==> config.mk <==
export PLATFORM = sky130hd
export DESIGN_NAME = audio_serial_rx
export DESIGN_NICKNAME = d
export VERILOG_FILES = /design/src/rtl/audio_serial_rx.sv
export SDC_FILE = /design/constraint.sdc
export NUM_CORES = 1
export LEC_CHECK = 0
export BUFFER_PORTS_ARGS = -buffer_cell sky130_fd_sc_hd__buf_2
export CAP_MARGIN = 25
export CORE_MARGIN = 8
export CORE_UTILIZATION = 47
export DETAILED_ROUTE_END_ITERATION = 8
export PLACE_DENSITY = 0.74
export SETUP_SLACK_MARGIN = 0.05
export SLEW_MARGIN = 25
export SYNTH_ARGS = -nofsm -noshare
export SYNTH_HDL_FRONTEND = slang
export SYNTH_SLANG_ARGS = --single-unit
==> constraint.sdc <==
create_clock -name clk -period 2.3 [get_ports clk]
set_clock_uncertainty 0.05 [all_clocks]
set_input_delay 0.345 -clock clk [delete_from_list [all_inputs] [get_ports clk]]
set_output_delay 0.345 -clock clk [all_outputs]
set_load 0.005 [all_outputs]
==> src/rtl/audio_serial_rx.sv <==
// Deserializer for the lrck/sdin audio stream: tracks frame timing from lrck edges and a local
// cycle counter, samples sdin mid-bit and emits 16-bit left/right pairs with a valid strobe.
module audio_serial_rx #(
  parameter int unsigned SLOT_CYCLES  = 16,
  parameter int unsigned SAMPLE_PHASE = 8
) (
  input  logic        clk,
  input  logic        rst,
  input  logic        audio_lrck,
  input  logic        audio_sdin,
  output logic [15:0] sample_left,
  output logic [15:0] sample_right,
  output logic        sample_valid,
  output logic        locked,
  output logic        frame_err
);

  localparam int unsigned PhaseW = $clog2(SLOT_CYCLES);
  localparam int unsigned CycW   = PhaseW + 5;

  localparam logic [CycW-1:0]   CycHalf  = CycW'(16 * SLOT_CYCLES - 1);
  localparam logic [CycW-1:0]   CycLast  = CycW'(32 * SLOT_CYCLES - 1);
  localparam logic [PhaseW-1:0] SamplePh = PhaseW'(SAMPLE_PHASE);

  localparam logic [0:0] StHunt   = 1'b0;
  localparam logic [0:0] StLocked = 1'b1;

  logic            lrck_s1_q, lrck_s2_q, lrck_d_q;
  logic            sdin_s1_q, sdin_s2_q;
  logic [CycW-1:0] cyc_q, cyc_d;
  logic [0:0]      state_q, state_d;
  // Only 15 bits are stored; the 16th bit of a word is the live sdin sample.
  logic [14:0]     shift_q, shift_d;
  logic [15:0]     left_buf_q, left_buf_d;
  logic            have_left_q, have_left_d;
  logic [15:0]     sample_left_q, sample_left_d;
  logic [15:0]     sample_right_q, sample_right_d;
  logic            sample_valid_q, sample_valid_d;
  logic            locked_q, locked_d;
  logic            frame_err_q, frame_err_d;

  logic        fall, rise, sample_now, violation;
  logic [4:0]  slot;
  logic [15:0] word;

  assign fall       = lrck_d_q & ~lrck_s2_q;
  assign rise       = ~lrck_d_q & lrck_s2_q;
  assign slot       = cyc_q[CycW-1:PhaseW];
  assign sample_now = (cyc_q[PhaseW-1:0] == SamplePh);
  assign word       = {shift_q, sdin_s2_q};

  assign violation = (state_q == StLocked) &&
                     ((rise && (cyc_q != CycHalf)) || (fall && (cyc_q != CycLast)) ||
                      ((cyc_q == CycLast) && !fall) || ((cyc_q == CycHalf) && !rise));

  always_comb begin
    state_d        = state_q;
    cyc_d          = fall ? '0 : cyc_q + 1'b1;
    shift_d        = shift_q;
    left_buf_d     = left_buf_q;
    have_left_d    = have_left_q;
    sample_left_d  = sample_left_q;
    sample_right_d = sample_right_q;
    sample_valid_d = 1'b0;
    frame_err_d    = 1'b0;
    unique case (state_q)
      StHunt: begin
        if (fall) begin
          state_d     = StLocked;
          have_left_d = 1'b0;
        end
      end
      StLocked: begin
        if (violation) begin
          // A fall coinciding with the violation does not relock; wait for the next one.
          state_d     = StHunt;
          frame_err_d = 1'b1;
          have_left_d = 1'b0;
          shift_d     = '0;
        end else if (sample_now) begin
          shift_d = word[14:0];
          if (slot == 5'd16) begin
            left_buf_d  = word;
            have_left_d = 1'b1;
          end else if (slot == 5'd0) begin
            have_left_d = 1'b0;
            if (have_left_q) begin
              sample_left_d  = left_buf_q;
              sample_right_d = word;
              sample_valid_d = 1'b1;
            end
          end
        end
      end
      default: state_d = StHunt;
    endcase
    locked_d = (state_d == StLocked);
  end

  always_ff @(posedge clk or posedge rst) begin
    if (rst) begin
      lrck_s1_q      <= 1'b0;
      lrck_s2_q      <= 1'b0;
      lrck_d_q       <= 1'b0;
      sdin_s1_q      <= 1'b0;
      sdin_s2_q      <= 1'b0;
      cyc_q          <= '0;
      state_q        <= StHunt;
      shift_q        <= '0;
      left_buf_q     <= '0;
      have_left_q    <= 1'b0;
      sample_left_q  <= '0;
      sample_right_q <= '0;
      sample_valid_q <= 1'b0;
      locked_q       <= 1'b0;
      frame_err_q    <= 1'b0;
    end else begin
      lrck_s1_q      <= audio_lrck;
      lrck_s2_q      <= lrck_s1_q;
      lrck_d_q       <= lrck_s2_q;
      sdin_s1_q      <= audio_sdin;
      sdin_s2_q      <= sdin_s1_q;
      cyc_q          <= cyc_d;
      state_q        <= state_d;
      shift_q        <= shift_d;
      left_buf_q     <= left_buf_d;
      have_left_q    <= have_left_d;
      sample_left_q  <= sample_left_d;
      sample_right_q <= sample_right_d;
      sample_valid_q <= sample_valid_d;
      locked_q       <= locked_d;
      frame_err_q    <= frame_err_d;
    end
  end

  assign sample_left  = sample_left_q;
  assign sample_right = sample_right_q;
  assign sample_valid = sample_valid_q;
  assign locked       = locked_q;
  assign frame_err    = frame_err_q;

endmodule

==> flow_summary.rst <==
.. list-table::
   :header-rows: 1

   * - Metric
     - Value
   * - Internal
     - 1.97 mW
   * - Diode count
     - 0
   * - Net count reported at finish
     - 346
   * - Worst reg-to-reg path cell count
     - 9
   * - Number of routed nets with antenna violations
     - 0
   * - Port Buffer Count
     - 38
   * - Wire length of the first global-routing pass
     - 11200 um
   * - Sequential fraction of design power
     - 57.2%
   * - Iteration count of the initial detailed-routing pass
     - 4
   * - Worst Path Arrival
     - 2.56 ns
   * - Die width
     - 103 um
   * - Starting density of the core
     - 47.3%
   * - Critical-path cell with the highest stage delay
     - or4_4
   * - Result of the run
     - complete, but fails checks
   * - Fraction of layout instances using a drive strength above 1
     - 40.9%
   * - Total standard cell area after synthesis
     - 3580 sq um
   * - Total nets after synthesis
     - 284
   * - Post-layout min period
     - 2.38 ns
   * - Setup slack on the worst flop-to-flop path
     - -0.08 ns
   * - Clock-pin slew of the registers on the worst-case setup and hold paths
     - 0.07 ns
   * - Number of global-route vias before repair
     - 2295
   * - Peak fanout along the critical path
     - 20
   * - Number of setup violations in the final report
     - 49
   * - Leading cell type in the layout, fill and taps excluded
     - dfrtp_1
   * - Number of antenna violations at the first check in global routing
     - 0
   * - Sink of the worst hold path
     - lrck_s1_q$_DFF_PP0_
   * - Hold Violations, Final
     - 0
   * - Leak
     - 2.30 nW
   * - Kind of critical path
     - register to register
   * - Hold_sp
     - audio_lrck
   * - Cell type with the largest total area after synthesis
     - dfrtp_1
   * - Post-detail-place hpwl
     - 4350 um
   * - Clk sinks
     - 81
   * - Die area
     - 10700 sq um
   * - Sort of element at the start of the critical path
     - register
   * - Synth Instances
     - 276
   * - Violation count after the first detailed-route iteration
     - 88
   * - Clock root buffer master
     - clkbuf_8
   * - Vert. Die Dim
     - 103 um
   * - Maximum count of clock buffers along a single path
     - 2
   * - Tot GR Track Use
     - 13.8%
   * - Number of buffers created by CTS
     - 9
   * - Launch point of the worst reg-to-reg path
     - cyc_q[1]$_DFF_PP0_
   * - Total of fill cells in the finished design
     - 614
   * - Count of final max-slew check failures
     - 0
   * - I/O pin cnt
     - 39
   * - Critical path, cell by cell
     - ha_2 -> nand3_2 -> nor2_2 -> ha_4 -> or4_4 -> o21ai_4 -> o2111ai_4 -> buf_12 -> mux2_4
   * - GR Overflow Total
     - 0
   * - Drt wl/cell
     - 14.9 um
   * - Final clock period utilization by the worst path
     - 103%
   * - Residual DRC
     - 0
   * - Number of storage elements in the synthesis netlist
     - 81
   * - Slew HR
     - 61.0%
   * - Placed instance area
     - 4050 sq um
   * - Largest net degree at the start of global routing
     - 60
   * - Part of the power in the clock network
     - 32.0%
   * - Maximum clock frequency
     - 421 MHz
   * - Hold slack
     - 0.0479 ns
   * - Final cell utilization of the core
     - 56.9%
   * - Setup crit start
     - cyc_q[1]$_DFF_PP0_
   * - Stage delay of the slowest cell on the critical path
     - 0.49 ns
   * - Number of max-cap violations
     - 0
   * - Total number of vias
     - 2254
   * - DP Cell Count
     - 422
   * - Switching power of the nets
     - 0.694 mW
   * - H-tree lvl count
     - 3
   * - TritonCTS clock tree
     - built
   * - Reg-to-reg endpoint
     - sample_left[7]$_DFFE_PP0P_
   * - Hold Path Depth
     - 1
   * - Seq/Total Area, Yosys
     - 56.6%
   * - Weighted congestion at the end of routability-driven global placement
     - 0.734
   * - Number of warnings issued by yosys
     - 0
   * - Share of total power in combinational logic
     - 10.8%
   * - Switching portion of total power
     - 26.1%
   * - Skew-Pair Late Insertion Delay
     - 0.35 ns
   * - Vias per cell
     - 5.08
   * - Avg Synthesized Cell Area
     - 13.0 sq um
   * - Classification of the worst-slack hold path
     - primary input to register
   * - Violated checks
     - setup timing
   * - Most used cells in the layout excluding fill and tap cells
     - 81 x dfrtp_1, 40 x mux2_4, 38 x buf_2
   * - Post-detailed-routing wire length
     - 6600 um
   * - Unrepaired setup endpoints after global routing
     - true
   * - Final instance count without filler cells
     - 444
   * - Total power per unit cell area
     - 618 nW/um^2
   * - Setup slack at placement
     - -0.101 ns
   * - Peak supply drop
     - 382 uV
   * - Setup crit end kind
     - register
   * - Std-Cell Core Area
     - 7570 sq um
   * - Cell Rows
     - 32
   * - Synthesis-to-finish area growth
     - 20.3%
   * - Transition time of the tightest slew-check pin
     - 0.584 ns
   * - Netlist cell types
     - 29
   * - Final std cell area, no fill
     - 4310 sq um
   * - Ranking of synthesized cells by area
     - dfrtp_1 57%, mux2_4 17%, and3_1 2.8%, o22ai_1 2.6%, mux2_2 2.5%
   * - Final setup slack of the worst path
     - -0.0779 ns
   * - Fraction of post-synthesis cell area in the top cell type by area
     - 56.6%
   * - Req. time, crit path
     - 2.49 ns
==> worst max path at each step <==
stage | end | slack (ns) | depth (start not counted)
floorplan | left_buf_q[10]$_DFFE_PP0P_ | -0.08 | 9
global placement | sample_left[12]$_DFFE_PP0P_ | -0.05 | 9
detailed placement | sample_left[14]$_DFFE_PP0P_ | -0.10 | 9
CTS | left_buf_q[1]$_DFFE_PP0P_ | -0.1 | 9
global route | left_buf_q[7]$_DFFE_PP0P_ | -0.14 | 9
finish | sample_left[7]$_DFFE_PP0P_ | -0.08 | 9
==> power groups by stage <==
stage | clock [mW] | sequential, mW | combinational, mW
5_1_grt | 0.952 | 1.53 | 0.327
3_3_place_gp | 0 | 1.55 | 0.273
4_1_cts | 0.890 | 1.52 | 0.288
6_report | 0.853 | 1.52 | 0.289
2_1_floorplan | 0 | 1.53 | 0.182
3_5_place_dp | 0 | 1.55 | 0.280
==> final cells by class <==
cell class | count | area [sq um] | share of cell area (%)
Sequential cell | 81 | 2030 | 47.0
Multi-Input combinational cell | 160 | 1440 | 33.5
Timing Repair Buffer | 67 | 482 | 11.2
Clock buffer | 12 | 135 | 3.14
Tap cell | 102 | 128 | 2.96
Inverter | 19 | 75.1 | 1.74
Clock inverter | 3 | 18.8 | 0.436
==> per-stage QoR <==
stage | TNS [ns] | power (mW)
floorplan | -1.78 | 1.71
detailed placement | -3.68 | 1.83
finish | -2.71 | 2.67
CTS | -2.99 | 2.70
global placement | -1.64 | 1.82
global route | -6.29 | 2.81
==> cells by family (layout without fill, tap and decap cells) <==
| kind of cell | Yosys count | after routing | synth area share (%) |
|---|---|---|---|
| DFF | 81 | 81 | 56.6 |
| and+or+nand+nor | 63 | 63 | 9.12 |
| muxes | 48 | 48 | 19.3 |
| AOI/OAI and AO/OA | 40 | 40 | 7.79 |
| buffers and inverters | 35 | 101 | 4.58 |
| xor gates and xnor gates | 5 | 5 | 1.22 |
| adders and majority gates | 4 | 4 | 1.40 |
==> sequential cells by signal, indices dropped and copies added (netlist names) <==
signal	count
left_buf_q	16
sample_left	16
sample_right	16
shift_q	15
cyc_q	9
frame_err	1
have_left_q	1
locked	1
lrck_d_q	1
lrck_s1_q	1
lrck_s2_q	1
sample_valid	1
sdin_s1_q	1
sdin_s2_q	1
==> synth_stat cells <==
master,count
o211ai_1,1
clkbuf_1,10
or4_4,1
buf_6,4
o22ai_1,15
ha_1,4
o2111ai_4,2
buf_2,2
o2111ai_1,1
o21ai_4,1
nand3_1,5
nand2_1,5
o21ai_0,17
inv_1,19
and3_1,16
nand2b_1,1
and3b_1,1
nor2b_1,3
nor2_1,24
nor4bb_1,1
a21oi_1,3
mux2_2,8
xnor2_1,2
mux2_4,40
and2_1,2
nor4_1,2
dfrtp_1,81
xor2_1,3
or3_1,2
==> metal layers <==
metal	vias up	wire length, um	global-route usage [%]
met1	1124	3050	16.9
met5	-	0	0
met2	37	3090	21.3
met3	13	317	3.82
met4	0	149	7.90
li1	1080	-	-
==> repair_timing <==
action,CTS,global route
buffers inserted,2,3
gates resized for setup,5,4
endpoints found under the setup margin,49,52
cloned,1,0
hold buffers,1,0
pin swaps,1,2
hold endpoints to repair,22,0
==> critical path, delay by kind of cell, from the launching register on <==
| family | cells | cell delay (ns) |
|---|---|---|
| DFF | 1 | 0.39 |
| and+or+nand+nor | 3 | 0.60 |
| adders and majority gates | 2 | 0.37 |
| buffers and inverters | 1 | 0.24 |
| muxes | 1 | 0.30 |
| AOI/OAI and AO/OA | 2 | 0.29 |
(Power assumes the default switching activity.)
